==> config.mk <==
export PLATFORM = sky130hd
export DESIGN_NAME = prim_filter_tx
export DESIGN_NICKNAME = d
export VERILOG_FILES = /design/src/rtl/prim_filter_tx.sv
export SDC_FILE = /design/constraint.sdc
export NUM_CORES = 1
export LEC_CHECK = 0
export ABC_AREA = 0
export CORE_AREA = 4 4 48 50
export DETAILED_ROUTE_END_ITERATION = 12
export DIE_AREA = 0 0 52 54
export PLACE_DENSITY = 0.69
export SLEW_MARGIN = 5
export SYNTH_ARGS = -nofsm -noshare
export SYNTH_HDL_FRONTEND = slang
export SYNTH_SLANG_ARGS = --single-unit
==> constraint.sdc <==
create_clock -name clk_i -period 2.15 [get_ports clk_i]
set_input_delay 0.215 -clock clk_i [delete_from_list [all_inputs] [get_ports clk_i]]
set_output_delay 0.215 -clock clk_i [all_outputs]
set_load 0.02 [all_outputs]
==> src/rtl/prim_filter_tx.sv <==
// Transmit-side level driver: queues requested levels and holds each on tx_o for HoldCycles clocks.
// Optional macro PRIM_FILTER_TX_DROP_DUP_EN discards queued levels equal to the current line level.
module prim_filter_tx #(
    parameter int unsigned HoldCycles = 4,
    parameter int unsigned Depth      = 4,
    parameter logic        ResetLevel = 1'b0
) (
    input  logic clk_i,
    input  logic rst_i,
    input  logic enable_i,
    input  logic valid_i,
    input  logic data_i,
    output logic ready_o,
    output logic tx_o,
    output logic busy_o
);

    localparam int unsigned HcW  = $clog2(HoldCycles);
    localparam int unsigned PtrW = $clog2(Depth);
    localparam int unsigned CntW = PtrW + 1;
    localparam logic [HcW-1:0] HoldReload = HcW'(HoldCycles - 1);

`ifdef PRIM_FILTER_TX_DROP_DUP_EN
    localparam bit DropDup = 1'b1;
`else
    localparam bit DropDup = 1'b0;
`endif

    typedef enum logic {IDLE, HOLD} state_e;

    state_e            state_q, state_d;
    logic              tx_q, tx_d;
    logic [HcW-1:0]    hold_q, hold_d;
    logic [Depth-1:0]  fifo_q;
    logic [PtrW-1:0]   wr_ptr_q, wr_ptr_d, rd_ptr_q, rd_ptr_d;
    logic [CntW-1:0]   cnt_q, cnt_d;
    logic              full, empty, push, pop, head, last_pop;

    assign empty    = (cnt_q == '0);
    assign full     = (cnt_q == CntW'(Depth));
    assign head     = fifo_q[rd_ptr_q];
    assign ready_o  = enable_i & ~full & ~rst_i;
    assign push     = valid_i & ready_o;
    // Registered count only, so an entry pushed this cycle can never be popped this cycle.
    assign pop      = enable_i & ~empty & ((state_q == IDLE) | (hold_q == '0));
    assign last_pop = (cnt_q == CntW'(1)) & ~push;

    assign tx_o   = enable_i ? tx_q : data_i;
    assign busy_o = (state_q == HOLD) | ~empty;

    always_comb begin
        wr_ptr_d = wr_ptr_q;
        rd_ptr_d = rd_ptr_q;
        cnt_d    = cnt_q;
        if (!enable_i) begin
            wr_ptr_d = '0;
            rd_ptr_d = '0;
            cnt_d    = '0;
        end else begin
            if (push) wr_ptr_d = wr_ptr_q + PtrW'(1);
            if (pop)  rd_ptr_d = rd_ptr_q + PtrW'(1);
            unique case ({push, pop})
                2'b10:   cnt_d = cnt_q + CntW'(1);
                2'b01:   cnt_d = cnt_q - CntW'(1);
                default: cnt_d = cnt_q;
            endcase
        end
    end

    // NOTE: every always_comb output gets a default first, otherwise a missed branch infers a latch.
    always_comb begin
        state_d = state_q;
        hold_d  = hold_q;
        tx_d    = tx_q;
        if (!enable_i) begin
            state_d = IDLE;
            hold_d  = '0;
            tx_d    = data_i;
        end else begin
            if (state_q == HOLD && hold_q != '0) hold_d = hold_q - HcW'(1);
            if (pop) begin
                if (!DropDup || head != tx_q) begin
                    tx_d    = head;
                    hold_d  = HoldReload;
                    state_d = HOLD;
                end else if (state_q == HOLD && last_pop) begin
                    state_d = IDLE;
                end
            end else if (state_q == HOLD && hold_q == '0 && empty) begin
                state_d = IDLE;
            end
        end
    end

    // NOTE: state uses non-blocking assignments so every register samples pre-edge values.
    always_ff @(posedge clk_i or posedge rst_i) begin
        if (rst_i) begin
            state_q  <= IDLE;
            hold_q   <= '0;
            tx_q     <= ResetLevel;
            wr_ptr_q <= '0;
            rd_ptr_q <= '0;
            cnt_q    <= '0;
        end else begin
            state_q  <= state_d;
            hold_q   <= hold_d;
            tx_q     <= tx_d;
            wr_ptr_q <= wr_ptr_d;
            rd_ptr_q <= rd_ptr_d;
            cnt_q    <= cnt_d;
        end
    end

    // NOTE: FIFO storage is not reset; the count alone decides which entries are valid.
    always_ff @(posedge clk_i) begin
        if (push) fifo_q[wr_ptr_q] <= data_i;
    end

endmodule

# Word-level counts from Yosys, hierarchy flattened
# Index checks and enable logic that the tools add are counted.
[totals]
input_bits = 5
register_bits = 15
out_inout_bits = 3
wordCells = 61
[op_classes]
n_mux = 20
eq_ne = 8
reduce_logical = 7
bitwise_logic = 11
magnitude_cmp = 3
n_addsub = 5
[ops]
columns = ["cell", "n"]
rows = [
  ["two-way mux 2 bit", 7],
  ["inequality test 3 x 1 -> 1 bit, second input constant", 3],
  ["two-way mux 1 bit", 8],
  ["< comparator 2 x 3 -> 1 bit, second input constant", 2],
  ["case mux 3 bit (2 select lines)", 1],
  ["AND 1 bit", 5],
  ["adder 2 x 1 -> 2 bit, second input constant", 2],
  ["bitwise mux 4 bit", 1],
  ["logical AND 1 bit", 4],
  ["inequality test 2 x 1 -> 1 bit, second input constant", 2],
  ["inverter 1 bit", 4],
  ["adder 3 x 1 -> 3 bit, second input constant", 1],
  ["equality test 3 bit, second input constant", 1],
  ["zero test 3 bit", 1],
  ["two-way mux 3 bit", 1],
  ["subtractor 3 x 1 -> 3 bit, second input constant", 1],
  ["binary-select mux 1 bit (select 2 bit)", 1],
  ["demux 1 bit (select 2 bit)", 1],
  ["equality test 2 x 1 -> 1 bit, second input constant", 1],
  ["equality test 2 bit, second input constant", 1],
  [">= comparator 2 x 1 -> 1 bit, second input constant", 1],
  ["zero test 2 bit", 1],
  ["bitwise OR 1 bit", 2],
  ["nonzero test 2 bit", 1],
  ["subtractor 2 x 1 -> 2 bit, second input constant", 1],
]

# Depth between registers and ports, before layout
# Gate-level depths: netlist of run 1.
[logic_depth]
depth_word = 8
ltp_mapped = 9
mapped_depth_nobuf = 9

# Worst setup path after synthesis of run 1
# OpenSTA, ideal clock, no wires.
[synth_timing]
path_type = "flip-flop to flip-flop"
start = "register cnt_q[2]"
end = "register cnt_q[2]"
n_path_buf = 1
setup_slack_ps = 90
setup_ps = 121
required_time_ps = 2029
stages_incl_launch_ff = 9
synth_period_minus_slack_ps = 2060
t_arrival_ps = 1939
path_cell_list = "dfrtp_1 -> nor3b_4 -> nor4bb_4 -> buf_6 -> nor2_1 -> fa_1 -> nor3b_1 -> mux2i_1 -> and4b_1"
[synth_via]
elab_chain_len = 8
[synth_rtl]
columns = ["item", "line", "source"]
rows = [
  ["start: declaration", "36", "logic [CntW-1:0] cnt_q, cnt_d;"],
  ["start signal: assignment", "110", "cnt_q <= cnt_d;"],
  ["equality test 3 bit", "40", "assign full = (cnt_q == CntW'(Depth));"],
  ["inverter 1 bit", "42", "assign ready_o = enable_i & ~full & ~rst_i;"],
  ["AND 1 bit (2 in series)", "42", ""],
  ["AND 1 bit", "43", "assign push = valid_i & ready_o;"],
  ["equality test 2 x 1 -> 1 bit or equality test 2 bit (tied branches)", "62", "unique case ({push, pop})"],
  ["case mux 3 bit (2 select lines)", "62", ""],
  ["two-way mux 3 bit", "55", "if (!enable_i) begin"],
]
# Parallel ways exist; a longest one is shown, timed or not.
# A chain may end at the register's enable or synchronous reset.

# Worst setup path in the final report of run 1
# Ends and elaborated chain as after synthesis.

==> results of run 1 <==
-- worst max-delay path, stage by stage, from the launching register on --
cell and delay (ns):
dfrtp_2 0.45, or3_4 0.42, nand3_1 0.11, nor2_1 0.06, fa_2 0.37, nor3b_1 0.20
mux2i_1 0.09, and4b_1 0.19
-- metrics by stage --
stage	hold WS, ns	setup WS [ns]
detailed placement	0.540	-0.00624
finish	0.360	0.150
global route	0.400	0.0371
CTS	0.370	0.0286
floorplan	0.0674	0.0898
global placement	0.521	0.0796
-- placed cells by master, fill, tap and decap left out, types with 2 or more instances in the layout --
cell,n
dfrtp_1,10
clkbuf_4,3
inv_1,5
clkdlybuf4s50_1,7
nand2_1,6
and2_1,8
mux2_2,2
xnor2_1,3
edfxtp_1,4
nor2_1,3
mux2i_1,4
nand2b_1,4
buf_4,7
nor3b_1,2
nor2b_1,2
ha_1,5
-- cell families after synthesis --
| family | count (synthesis) |
|---|---|
| fa+ha+maj | 6 |
| mux | 7 |
| xor+xnor | 4 |
| compound gates | 4 |
| flops | 15 |
| simple gates | 33 |
| buf+inv | 7 |
-- worst max-delay path by stage --
stage | startpoint | endpoint | slack (ns)
after global routing | hold_q[0] | cnt_q[2] | 0.04
after floorplan | cnt_q[2] | cnt_q[2] | 0.09
after global placement | rst_i | cnt_q[2] | 0.08
after CTS | cnt_q[2] | cnt_q[2] | 0.03
final | cnt_q[2] | cnt_q[2] | 0.15
after detailed placement | rst_i | cnt_q[2] | -0.006
-- power by group through the flow --
stage | registers [mW] | clock network, mW | logic, mW
after global routing | 0.437 | 0.181 | 0.681
after global placement | 0.423 | 0 | 0.584
final | 0.426 | 0.163 | 0.613
after floorplan | 0.427 | 0 | 0.402
after detailed placement | 0.429 | 0 | 0.598
after CTS | 0.423 | 0.170 | 0.601
-- what timing repair did --
item,in CTS,in global routing
setup endpoints to repair,0,1
setup buffers,0,0
gates resized for setup,0,3
-- layer usage --
metal  share of wire  global-route usage  wire length [um]
met4          0.0065              0.0786                10
met2            0.48               0.215               742
met5               0                   0                 0
met3           0.027              0.0249                42
met1            0.49               0.170               750
-- cell type report --
type,count,area share
Multi-Input combinational cell,54,0.434
Clock buffer,4,0.0249
Sequential cell,15,0.375
Inverter,5,0.0178
Timing Repair Buffer,14,0.116
Tap cell,27,0.0320
-- registers in the layout (all words and copies together), names as in the netlist --
signal    count
rd_ptr_q      2
state_q       1
hold_q        2
tx_q          1
fifo_q        4
wr_ptr_q      2
cnt_q         3
-- cell usage after synthesis, types with 2 or more instances --
master    number
and2_1         8
dfrtp_1       11
edfxtp_1       4
ha_1           5
inv_1          5
mux2_2         2
mux2i_1        4
nand2_1        6
nand2b_1       4
nor2_1         3
nor2b_1        2
nor3b_1        2
xnor2_1        3
==> metrics.md, run 1 <==
| Metric | Value |
|---|---|
| Area fraction of the dominant cell type after synthesis | 0.313 |
| Clk sinks | 15 |
| FFs w/ async S/R, synth | 0.733 |
| Filler instances | 171 |
| Sw frac | 0.365 |
| Number of global-route vias before repair | 597 |
| Tot GR Track Use | 0.135 |
| Status | finished clean |
| Min cycle time layout | 2.00 ns |
| Post-synth EDFFs | 4 |
| Final core utilization | 0.556 |
| Avg Inst Size Synth | 11.6 um^2 |
| Mux share of post-synthesis cell area | 0.0966 |
| Top_reg_cell synth | dfrtp_1 |
| Post-DP Area | 1020 um^2 |
| Initial core utilization | 0.463 |
| FF+latch count, synth | 15 |
| # DRC | 0 |
| Number of top-level pins | 8 |
| Cell-internal power | 763 uW |
| Diodes inserted | 0 |
| CP Launch Type | flip-flop |
| Max Fclk | 0.500 GHz |
| Largest net degree at the start of global routing | 14 |
| Layout cell share with drive strength beyond 1 | 0.196 |
| First-pass iteration count of the detailed router | 4 |
| P_leak | 0.464 nW |
| Reg-to-reg slack, setup | 0.15 ns |
| Footprint of the multi-input gates | 459 um^2 |
| Reg area | 397 um^2 |
| R2R cell count | 7 |
| Global-route wire length before repair | 2730 um |
| Data arrival, critical path | 2.18 ns |
| Clock Path Buffers | 2 |
| Via density | 4.93 |
| Clock-pin slew of the registers on the worst-case setup and hold paths | 0.09 ns |
| Adder-cell area share of the yosys netlist | 0.0938 |
| Final Wtd Congestion | 0.769 |
| Final Max Slew Viols | 0 |
| Port Buffers | 7 |
| Skew-Pair Late Insertion Delay | 0.28 ns |
| Worst EP required | 2.33 ns |
| Die area | 2810 um^2 |
| Placeable Area | 1900 um^2 |
| H-Tree Depth | 1 |
| WS Path Type | flip-flop to flip-flop |
| Register area share after synthesis | 0.449 |
| Die Wd | 52 um |
| Post-route insts no fill | 119 |
| Clock Skew | 0.00549 ns |
| Placed cell count | 115 |
| Synth Net Count | 87 |
| Cell Pwr Density | 1140 nW/um^2 |
| Period Utilization, post-route | 0.930 |
| RR Endpoint | cnt_q[2] |
| Fin area | 1060 um^2 |
| Worst Max-Slew Pin Slew | 0.472 ns |
| Post-Synth Simple-Gate Area | 0.249 |
| Ys Warns | 0 |
| Per-cell routed wire length | 13.0 um |
| TritonCTS buffer count | 3 |
| Post-synthesis cell type count | 30 |
| Main combinational cell family by area after synthesis | simple AND/OR/NAND/NOR gates |
| Cell taking the most area after synthesis | dfrtp_1 |
| Cells after synthesis | 76 |
| Mapped cell area | 881 um^2 |
| Synth Area in XOR/XNOR | 0.0398 |
| Final antenna-violating net count | 0 |
| Final hold violation count | 0 |
| Crit-path max FO | 7 |
| DR iter-0 viols | 6 |
| Max VDD drop | 0.701 mV |
| RSZ-0062 raised after global routing | false |
| Area grow syn2layout | 20.0% |
| Net switching power | 439 uW |
| Compound-Gate Fraction of Synth Area | 0.0341 |
| Nets | 104 |
| Vias | 587 |
| Critical path endpoint category | flip-flop |
| Reg power frac | 0.355 |
| Die H | 54 um |
| Total power | 1.20 mW |
| Hold Crit Class | input port to async pin |
| FF-to-FF Start | cnt_q[2] |
| Final Setup Violations | 0 |
| CTS tree | built |
| Largest cells by area after synthesis | dfrtp_1, edfxtp_1, ha_1 |
| Slew margin rel. | 0.685 |
| Rows | 16 |
| Clock power frac | 0.135 |
| Gr ovfl total | 0 |
| Setup TNS | 0 ns |
| WL final | 1540 um |
| Initial antenna violation count | 0 |
| Post-DP HPWL | 1210 um |
| Logic pwr share | 0.510 |
| Max capacitance violation total | 0 |
| Clk root buf | clkbuf_4 |
| # hold bufs at CTS | 0 |
Note: power is estimated with default switching activity, not from simulation.
==> run 2, diff against run 1 <==
CTS_CLUSTER_DIAMETER = 30   (was default)
SETUP_SLACK_MARGIN = 0.2   (was default)
==> run 2 against run 1 <==
Non-clock buffer count down 1. Setup slack improved by 0.072 ns. Final cell count decreased by 0.84%. Power up 1.4%. Count of clock-buffer cells in the layout is the same. Critical endpoint is now tx_o. Sequential share of layout area shrank 0.19 points. Combinational power is 2% higher.
==> metrics.md, run 2 (synthesized netlist as in run 1, its figures left out) <==
| Metric | Value |
|---|---|
| Die Wd | 52 um |
| Final Max Slew Viols | 0 |
| # DRC | 0 |
| Min cycle time layout | 1.93 ns |
| Clock Path Buffers | 2 |
| Largest regs | fifo_q: 4 flops, cnt_q: 3 flops |
| Max reg flops | 4 |
| CTS tree | built |
| Clock power frac | 0.130 |
| Cell-internal power | 769 uW |
| Cell Pwr Density | 1140 nW/um^2 |
| Diodes inserted | 0 |
| Largest net degree at the start of global routing | 14 |
| Worst EP required | 1.93 ns |
| Clk sinks | 15 |
| Skew-Pair Late Insertion Delay | 0.28 ns |
| CP Launch Type | input port |
| Layout cell share with drive strength beyond 1 | 0.231 |
| Status | finished clean |
| Rows | 16 |
| Clk root buf | clkbuf_4 |
| Final Wtd Congestion | 0.751 |
| Most frequent cells in the layout | dfrtp_1, and2_1, nand2_1, clkdlybuf4s50_1, buf_4 |
| RSZ-0062 raised after global routing | true |
| Area grow syn2layout | 21.0% |
| Initial antenna violation count | 0 |
| Placeable Area | 1900 um^2 |
| Logic pwr share | 0.512 |
| Final hold violation count | 0 |
| Net switching power | 450 uW |
| DR iter-0 viols | 23 |
| Initial core utilization | 0.463 |
| Max capacitance violation total | 0 |
| Per-cell routed wire length | 13.5 um |
| Period Utilization, post-route | 0.897 |
| Slew margin rel. | 0.703 |
| Clock Skew | 0.00128 ns |
| Total power | 1.22 mW |
| Crit-path max FO | 5 |
| Hold Crit Class | input port to async pin |
| TritonCTS buffer count | 3 |
| Number of top-level pins | 8 |
| Setup TNS | 0 ns |
| WS Path Type | input port to output port |
| Sw frac | 0.369 |
| Critical path endpoint category | output port |
| P_leak | 0.477 nW |
| First-pass iteration count of the detailed router | 4 |
| # hold bufs at CTS | 0 |
| Via density | 5.02 |
| Max Fclk | 0.518 GHz |
| Data arrival, critical path | 1.71 ns |
| Gr ovfl total | 0 |
| Clock-pin slew of the registers on the worst-case setup and hold paths | 0.08 ns |
| Final Setup Violations | 0 |
| Max VDD drop | 0.587 mV |
| Post-DP HPWL | 1120 um |
| WL final | 1590 um |
| Vias | 592 |
| Reg power frac | 0.358 |
| H-Tree Depth | 1 |
| Die area | 2810 um^2 |
| Nets | 103 |
| Filler instances | 165 |
| Biggest register | fifo_q |
| Final antenna-violating net count | 0 |
| Port Buffers | 7 |
| Number of global-route vias before repair | 632 |
| Tot GR Track Use | 0.142 |
| Die H | 54 um |
| Most common cell after layout, fill and taps aside | dfrtp_1 |
| Global-route wire length before repair | 2850 um |
| Worst Max-Slew Pin Slew | 0.444 ns |
run 2: changes by cell type in the layout (fill, tap and decap cells not counted):
| cell | previous run | this run |
|---|---|---|
| dfrtp_2 | 1 | 2 |
| dlymetal6s2s_1 | 0 | 1 |
| dfrtp_1 | 10 | 9 |
| nor3b_1 | 2 | 1 |
| nor3b_2 | 0 | 1 |
| nor2_2 | 0 | 1 |
| clkdlybuf4s50_1 | 7 | 6 |
| nand3_2 | 0 | 1 |
| buf_4 | 7 | 6 |
| nand3_1 | 1 | 0 |
| nor2_1 | 3 | 2 |
run 2: metrics by stage:
step	hold slack, ns	std cells	setup slack [ns]	area, um^2	util
floorplan	0.0674	76	0.152	891	-
global placement	0.522	112	0.143	1010	0.531
detailed placement	0.544	112	0.0623	1010	0.531
CTS	0.366	118	0.195	1060	0.557
global route	0.404	118	0.119	1070	0.561
finish	0.356	118	0.221	1070	0.561
run 2: final cells by class:
type / instances / area, um^2 / area share
clock buffer: 4 / 26.3 / 0.0246
sequential: 15 / 398 / 0.373
timing repair buffer: 13 / 118 / 0.110
tap: 27 / 33.8 / 0.0317
inverter: 5 / 18.8 / 0.0176
multi-input combinational: 54 / 472 / 0.442
run 2: power by group through the flow:
stage / Sequential (mW) / Clock, mW / Combinational (mW)
after CTS: 0.431 / 0.166 / 0.623
after detailed placement: 0.447 / 0 / 0.569
after floorplan: 0.427 / 0 / 0.414
after global placement: 0.441 / 0 / 0.557
after global routing: 0.447 / 0.180 / 0.698
final: 0.436 / 0.159 / 0.624
run 2: path summary, 6_finish.rpt:
kind                                start        end  slack [ns]  cells after the start
worst min register to register  hold_q[1]  hold_q[1]        0.56                      1
worst min-delay path                rst_i       tx_q        0.36                      2
min in group clk_i              hold_q[1]  hold_q[1]        0.56                      1
max in group asynchronous           rst_i   cnt_q[0]        1.46                      2
worst max register to register   cnt_q[2]   cnt_q[2]        0.23                      7
worst max-delay path             enable_i       tx_o        0.22                      3
run 2: routing by layer:
metal / up-vias / wire, um / part of all wire / global-route usage
met1: 287 / 723 / 0.45 / 0.168
met2: 10 / 801 / 0.50 / 0.249
met4: 0 / 22 / 0.014 / 0.0655
met3: 4 / 47 / 0.029 / 0.0249
met5: - / 0 / 0 / 0
li1: 291 / - / - / -
run 2: repair_timing:
item                                   CTS  global route
setup endpoints to repair                2             3
pin swaps                                0             1
resized for setup                        3             2
cloned                                   0             0
buffers inserted                         2             0
endpoints found under the hold margin    0             0
run 2: worst max-delay path, stage by stage:
cell             delay, ns
clkdlybuf4s50_1       0.59
mux2_2                0.37
clkdlybuf4s50_1       0.54
==> run 3, diff against run 2 <==
CORE_AREA = 2 2 46 48   (was 4 4 48 50)
DIE_AREA = 0 0 48 50   (was 0 0 52 54)
==> run 3 against run 2 <==
Non-clock buffer count is 1 higher. Count of clock-buffer cells in the layout unchanged. Via count decreased by 1.0%. Flip-flop and latch count unchanged. Critical endpoint is now cnt_q[2]. Clock skew rose by 0.0041 ns. Hold slack got worse by 0.025 ns. Largest power group unchanged. Design area rose by 0.70%. Critical path type is now flip-flop to flip-flop. Largest cell class unchanged. First-iteration DRC count shrank 87%. Critical path depth up 4. Utilization up 0.39 points. Final cell count is 0.85% higher.
==> metrics.md, run 3 (synthesized netlist as in run 1, its figures left out) <==
| Metric | Value |
|---|---|
| Largest stage delay, worst path | 0.42 ns |
| TritonCTS buffer count | 3 |
| CP Launch Type | flip-flop |
| Most frequent cells in the layout | dfrtp_1, and2_1, buf_4 |
| Final Setup Violations | 0 |
| H-Tree Depth | 1 |
| Net switching power | 444 uW |
| Setup ws final | 0.216 ns |
| Port Buffers | 7 |
| Worst hold margin | 0.331 ns |
| Reg-to-reg slack, setup | 0.22 ns |
| FF-to-FF Start | cnt_q[2] |
| Post-Place Worst Slack | 0.0385 ns |
| Setup TNS | 0 ns |
| First-pass iteration count of the detailed router | 2 |
| Die H | 50 um |
| Cell Pwr Density | 1140 nW/um^2 |
| R2R cell count | 7 |
| Max reg flops | 4 |
| Worst Max-Slew Pin Slew | 0.417 ns |
| Period Utilization, post-route | 0.900 |
| CP bufs+invs | 0 |
| Clk sinks | 15 |
| Vias | 586 |
| Cell-internal power | 778 uW |
| Clock-pin slew of the registers on the worst-case setup and hold paths | 0.09 ns |
| Largest regs | fifo_q: 4 flops, cnt_q: 3 flops |
| Layout cell share with drive strength beyond 1 | 0.239 |
| Max capacitance violation total | 0 |
| DR iter-0 viols | 3 |
| Critical-path top delay cell | dfrtp_1 |
| Max VDD drop | 0.838 mV |
| Reg power frac | 0.354 |
| # hold bufs at CTS | 0 |
| Logic pwr share | 0.515 |
| Post-DP HPWL | 1080 um |
| Skew-Pair Late Insertion Delay | 0.28 ns |
| Die Wd | 48 um |
| Post-route insts no fill | 119 |
| Post-DP Area | 1010 um^2 |
| Tot GR Track Use | 0.154 |
| Data arrival, critical path | 2.12 ns |
| Status | finished clean |
| Hold Crit Class | input port to async pin |
| Min cycle time layout | 1.93 ns |
| Worst EP required | 2.33 ns |
| Diodes inserted | 0 |
| Total power | 1.22 mW |
| Most common cell after layout, fill and taps aside | dfrtp_1 |
| Clk root buf | clkbuf_4 |
| Cells along the critical path | nor3b_4, nor4bb_4, nor2_2, fa_2, nor3b_2, mux2i_1, and4b_1 |
| Initial antenna violation count | 0 |
| Final antenna-violating net count | 0 |
| Area grow syn2layout | 21.9% |
| Rows | 16 |
| CTS tree | built |
| Critical path endpoint category | flip-flop |
| Slew margin rel. | 0.721 |
| Initial core utilization | 0.463 |
| Final core utilization | 0.564 |
| RR Endpoint | cnt_q[2] |
| Crit-path max FO | 4 |
| Placeable Area | 1900 um^2 |
| Max Fclk | 0.517 GHz |
| Clock Path Buffers | 2 |
| Final Max Slew Viols | 0 |
| Final hold violation count | 0 |
| Number of cells on the critical path | 7 |
| Via density | 4.92 |
| Per-cell routed wire length | 12.7 um |
| # DRC | 0 |
| Nets | 104 |
| Global-route wire length before repair | 2480 um |
| WS Path Type | flip-flop to flip-flop |
| Sw frac | 0.364 |
| Top Family by Delay on Critical Path | simple AND/OR/NAND/NOR gates |
| Number of global-route vias before repair | 569 |
| Number of top-level pins | 8 |
| Gr ovfl total | 0 |
| Clock Skew | 0.00539 ns |
| Final Wtd Congestion | 0.760 |
| WL final | 1510 um |
| Largest net degree at the start of global routing | 14 |
| P_leak | 0.482 nW |
| Biggest register | fifo_q |
| Placed cell count | 112 |
| Clock power frac | 0.131 |
| Die area | 2400 um^2 |
| Fin area | 1070 um^2 |
| RSZ-0062 raised after global routing | true |
-- run 3: how the worst max path moves through the flow --
stage | start | to | slack (ns)
CTS | cnt_q[0] | ready_o | 0.19
floorplan | cnt_q[2] | cnt_q[2] | 0.15
finish | cnt_q[2] | cnt_q[2] | 0.22
global route | cnt_q[2] | cnt_q[2] | 0.14
detailed placement | enable_i | cnt_q[2] | 0.04
global placement | enable_i | cnt_q[2] | 0.14
-- run 3: power groups by stage --
stage / registers (mW) / clock network (mW) / logic, mW
floorplan: 0.427 / 0 / 0.414
global placement: 0.442 / 0 / 0.557
detailed placement: 0.444 / 0 / 0.568
CTS: 0.429 / 0.169 / 0.630
global route: 0.441 / 0.176 / 0.695
finish: 0.432 / 0.160 / 0.630
-- run 3: timing repair --
item	CTS	global route
gates resized for setup	3	2
setup buffers	3	0
setup endpoints to repair	2	3
-- run 3: final cells by class --
type	count	area (um^2)
multi-input combinational	54	472
inverter	5	18.8
fill	161	828
tap	27	33.8
clock buffer	4	26.3
sequential	15	398
timing repair buffer	14	125
-- run 3: worst register-to-register path: cells and delay by family (launching register included) --
kind | cells | cell delay (ns)
adder cells (fa/ha/maj) | 1 | 0.40
flip-flops | 1 | 0.42
AND/OR/NAND/NOR | 5 | 0.93
multiplexers | 1 | 0.08
-- run 3: layer usage --
metal | share of wire | wire [um] | vias up | global-route usage
met5 | 0 | 0 | - | 0
met4 | 0.032 | 49 | 0 | 0.0946
met3 | 0.034 | 52 | 4 | 0.0440
met2 | 0.47 | 711 | 10 | 0.233
met1 | 0.46 | 696 | 278 | 0.185
li1 | - | - | 294 | -
